## src/rtl/pc_fetch_unit.sv

```systemverilog
// Program counter and instruction fetch stage for the 16-bit datapath.
// Runs a req/ack fetch from instruction memory, holds the fetched word for
// decode, and advances the PC (sequential, branch-relative or jump) when
// decode consumes the instruction. A fetch that never acks is a sticky error.
//
// state | meaning
// ------+--------------------------------------------------------------
// IDLE  | one cycle after reset; raises the first request
// FETCH | request outstanding at pc, waiting for imem_ack (timeout armed)
// HOLD  | instr valid, waiting for decode to consume it
// ERROR | fetch timed out; frozen until rst_n
module pc_fetch_unit #(
    parameter logic [15:0] RESET_PC = 16'h0000,
    parameter int unsigned TIMEOUT  = 15
) (
    input  logic        clk,
    input  logic        rst_n,
    output logic        imem_req,
    output logic [15:0] imem_addr,
    input  logic        imem_ack,
    input  logic [15:0] imem_rdata,
    output logic [15:0] instr,
    output logic        instr_valid,
    input  logic        instr_ready,
    input  logic        stall,
    input  logic        branch_taken,
    input  logic [15:0] imm_ext,
    input  logic        jump,
    input  logic [15:0] jump_target,
    output logic [15:0] pc,
    output logic        fetch_err
);

    typedef enum logic [1:0] {
        IDLE  = 2'd0,
        FETCH = 2'd1,
        HOLD  = 2'd2,
        ERROR = 2'd3
    } state_t;

    // Last counter value before the timeout fires; TIMEOUT is limited to 1..15.
    localparam logic [3:0]  TMO_LAST = 4'(TIMEOUT - 1);
    // Bit 0 is cleared so pc stays word-aligned even with an odd RESET_PC.
    localparam logic [15:0] PC_INIT  = {RESET_PC[15:1], 1'b0};

    state_t      state;
    logic [3:0]  tmo_cnt;
    logic [15:0] pc_next;
    logic        consume;

    assign imem_addr = pc;
    assign consume   = (state == HOLD) && instr_ready && !stall;

    // Next PC on consumption: jump beats branch beats sequential, all mod 2^16.
    always_comb begin
        pc_next = pc + 16'd2;
        if (jump) begin
            pc_next = jump_target & 16'hFFFE;
        end else if (branch_taken) begin
            pc_next = pc + 16'd2 + (imm_ext << 1);
        end
    end

    // Fetch FSM with all outputs registered.
    always_ff @(posedge clk or negedge rst_n) begin
        if (!rst_n) begin
            state       <= IDLE;
            pc          <= PC_INIT;
            instr       <= 16'h0000;
            instr_valid <= 1'b0;
            imem_req    <= 1'b0;
            fetch_err   <= 1'b0;
            tmo_cnt     <= 4'd0;
        end else begin
            case (state)
                IDLE: begin
                    imem_req <= 1'b1;
                    state    <= FETCH;
                end
                FETCH: begin
                    if (imem_ack) begin
                        // An ack on the timeout cycle still completes the fetch.
                        instr       <= imem_rdata;
                        instr_valid <= 1'b1;
                        imem_req    <= 1'b0;
                        tmo_cnt     <= 4'd0;
                        state       <= HOLD;
                    end else if (tmo_cnt == TMO_LAST) begin
                        imem_req  <= 1'b0;
                        fetch_err <= 1'b1;
                        state     <= ERROR;
                    end else begin
                        tmo_cnt <= tmo_cnt + 4'd1;
                    end
                end
                HOLD: begin
                    if (consume) begin
                        instr_valid <= 1'b0;
                        imem_req    <= 1'b1;
                        pc          <= pc_next;
                        state       <= FETCH;
                    end
                end
                ERROR: begin
                    state <= ERROR;
                end
                default: begin
                    state <= IDLE;
                end
            endcase
        end
    end

endmodule

```

## config.mk

```make
export PLATFORM = sky130hd
export DESIGN_NAME = pc_fetch_unit
export DESIGN_NICKNAME = d
export VERILOG_FILES = /design/src/rtl/pc_fetch_unit.sv
export SDC_FILE = /design/constraint.sdc
export NUM_CORES = 1
export LEC_CHECK = 0
export ABC_AREA = 1
export ABC_CLOCK_PERIOD_IN_PS = 2900
export CAP_MARGIN = 40
export CORE_MARGIN = 2
export CORE_UTILIZATION = 47
export CTS_BUF_LIST = sky130_fd_sc_hd__clkbuf_16
export CTS_CLUSTER_SIZE = 30
export DETAILED_ROUTE_END_ITERATION = 8
export PLACE_DENSITY = 0.82
export SYNTH_ARGS = -nofsm -noshare
export SYNTH_HDL_FRONTEND = slang
export SYNTH_SLANG_ARGS = --single-unit
```

## constraint.sdc

```tcl
create_clock -name clk -period 2.9 [get_ports clk]
set_input_delay 0.58 -clock clk [delete_from_list [all_inputs] [get_ports clk]]
set_output_delay 0.58 -clock clk [all_outputs]
set_load 0.05 [all_outputs]
```

==> impl_metrics.toml <==
[run_status]
outcome = "finished clean"

[logic_synthesis]
yosysSeqAreaShare_pct = 31.3
syn_area_sq_um = 3200
synth.top_cell.area_share_pct = 31.3
synth.area.top_cells = "dfrtp_1 31%, nand2_1 18%, ha_1 8.2%, inv_1 5.8%, nor2_1 5.5%"
synth.avg_cell_area_sq_um = 6.80
synthCells = 470
synth-seq-cells = 40
ys_warn_count = 0
synthDistinctLibCells = 36
synth_top_area_cell = "dfrtp_1"

[power]
p_per_area_nw_per_um2 = 1220
max-vdd-ir-drop_mv = 0.800
p_leak_uw = 0.00218

[final_layout]
stdcell_count = 641
n_antenna_cell = 0
fillers = 594
drive_gt1_share_pct = 7.66
nets = 637
syn_to_final_growth_pct = 37.2

[die]
start_util_pct = 47.8
die_w_microns = 86.5
num_io_pins = 106
coreArea_sq_um = 6680
num_rows = 30
die_h_microns = 86.5
fp.dieArea_sq_um = 7470

[timing]
finClkSkew_ns = 0.00349
min_period_ns = 2.63
worst-slew-pin-transition_ns = 0.660
tns_ns = 0
fin_crit_sh_pct = 90.6
report.final.slew_viol_count = 0
slew_headroom_pct = 55.9
setup_viol = 0
max_freq_ghz = 0.380
hold_viol = 0
rsz0062_at_grt = "false"

[clock_tree]
cts_buffers = 5
cts_tree = "done"
cts_root_buf = "clkbuf_16"
clock-sinks = 40
ctsHtreeMaxLevel = 2
path_clk_slew_ns = 0.06
worstSkewPairLatency_ns = 0.28
clock_path_buffers = 2

[setup_path]
crit_type = "register to register"
cp.arrival_ns = 2.79
worstPathRequired_ns = 3.06
endpoint_kind = "register"
path_max_fanout = 6
startpoint_type = "register"

[detailed_routing]
first_iter_violations = 131
viasPerCell = 5.03
wl_per_cell_microns = 13.0
vias = 3225
ant_nets = 0
drtPass1Iterations = 4
wl_microns = 8330
dr_wl_met2_microns = 3990
wl_met3_microns = 756
drc_errors = 0
highest_layer = "met4"
wl_met1_microns = 3470

[worst_hold_path]
hp-class = "input port to async pin"

[global_route]
grt_pass1_wl_microns = 13800
overflow = 0
grt_max_degree = 33
antenna_found_initial = 0
first_global_vias = 3151
grt_usage_pct = 22.8

[flow_run]
cap_violations = 0

[placed_design]
port_buffers = 101
globalplace.congestion = 0.903
dp_cells = 631
dpl.hpwl_microns = 6590
-- final cells by class --
class,instances,area [sq um],share of cell area (%)
clock inverters,3,37.5,0.856
flip-flops and latches,40,1010,23.0
inverters,57,214,4.88
multi-input cells,347,1820,41.6
well taps,80,100,2.28
repair buffers,109,1080,24.6
clock buffers,5,125,2.85
-- what timing repair did --
| action | 4_1_cts | 5_1_grt |
|---|---|---|
| gates resized for setup | 0 | 9 |
| setup endpoints to repair | 0 | 6 |
| buffers inserted | 0 | 2 |
| hold buffers | 0 | 0 |
-- sequential cells by signal, indices dropped and copies added (netlist names) --
name / flops
state: 2
fetch_err: 1
imem_addr: 15
instr_valid: 1
tmo_cnt: 4
instr: 16
imem_req: 1
-- layout by cell type (no fill, tap or decap), types with 3 or more instances in the layout --
cell type        synthesis  layout
nand2_2                  4       4
o21ai_1                 12      12
clkdlybuf4s50_1          0     100
a21oi_2                  0       3
xnor2_1                  5       5
clkinv_1                 2       4
inv_1                   49      49
dfrtp_2                  0       5
a21oi_1                 27      24
xor2_1                   6       6
nand4_1                  6       6
ha_1                    21      21
nor2_1                  47      47
inv_2                    6       6
o21ai_0                 13      13
nand3_1                 27      27
nor3_1                   3       3
dfrtp_1                 40      35
o21bai_1                 4       4
nand2_1                151     151
clkbuf_16                0       5
buf_4                   18       7
-- path summary, 6_finish.rpt --
path | slack, ns | to | cells after the start | startpoint
setup reg to reg | 0.27 | imem_addr[10] | 14 | imem_addr[2]
setup / recovery | 0.27 | imem_addr[10] | 14 | imem_addr[2]
hold / removal | 0.15 | fetch_err | 1 | rst_n
hold reg to reg | 0.47 | instr_valid | 2 | instr_valid
min in group clk | 0.47 | instr_valid | 2 | instr_valid
max in group asynchronous | 2.30 | imem_addr[5] | 2 | rst_n
-- stage by stage --
step           utilization, %  cell area (sq um)  power, uW  hold slack [ns]  setup WS [ns]
2_1_floorplan               -               3200       3700            0.284          0.169
3_3_place_gp             62.3               4160       4580            0.452          0.271
3_5_place_dp             62.6               4180       4660            0.454          0.207
4_1_cts                  65.1               4350       5290            0.157          0.143
5_1_grt                  65.6               4380       5690            0.168         0.0234
6_report                 65.6               4380       5340            0.154          0.272
-- metal layers --
| metal | track usage, % | vias to the layer above |
|---|---|---|
| met1 | 27.4 | 1462 |
| met3 | 6.57 | 10 |
| li1 | - | 1649 |
| met5 | 0 | - |
| met4 | 6.82 | 0 |
| met2 | 39.5 | 104 |
-- cells by family (layout without fill, tap and decap cells) --
family                   Yosys count  in the layout  synth area share (%)
adder cells (fa/ha/maj)           22             22                  8.85
AO/OA/AOI/OAI                     63             63                  10.6
other                              1              2                 0.117
flip-flops                        40             40                  31.3
XOR/XNOR                          13             13                  4.03
buffers and inverters             84            174                  12.3
AND/OR/NAND/NOR                  247            247                  32.8
-- critical path, stage by stage (launching register included) --
cell and delay (ns):
dfrtp_2 0.42, ha_1 0.17, nand3_1 0.10, nor2_2 0.23, xor2_1 0.23, inv_1 0.07, ha_1 0.36, a21oi_2 0.22
o21bai_1 0.11, inv_1 0.08, nand3b_1 0.08, nand3_1 0.10, nand2_1 0.06, o21ai_1 0.20, nand2_1 0.08
-- Yosys cell counts --
library cell  count
o21ai_1          12
o31ai_1           1
nand2_2           4
buf_2             2
nand3_1          27
o211ai_1          1
conb_1            1
nor3_1            3
nor3_4            2
fa_1              1
ha_1             21
nand2_1         151
a21oi_1          27
buf_6             1
xnor2_1           5
a31oi_1           1
buf_4            18
dfrtp_1          40
clkbuf_1          6
o22ai_1           2
nand3_2           2
nor2_1           47
xor2_1            6
clkinv_1          2
xnor2_2           1
xor2_2            1
o21bai_1          4
nor2_4            1
nand3b_1          2
inv_1            49
nand4_1           6
a21o_1            1
a21boi_1          1
inv_2             6
nor2_2            2
o21ai_0          13
-- power by group --
part	total (uW)	internal, uW	leakage [uW]	switching [uW]
logic	3650	1240	0.00162	2410
registers	1090	812	0.000483	274
clock network	605	399	0.0000789	206
(Power assumes the default switching activity.)
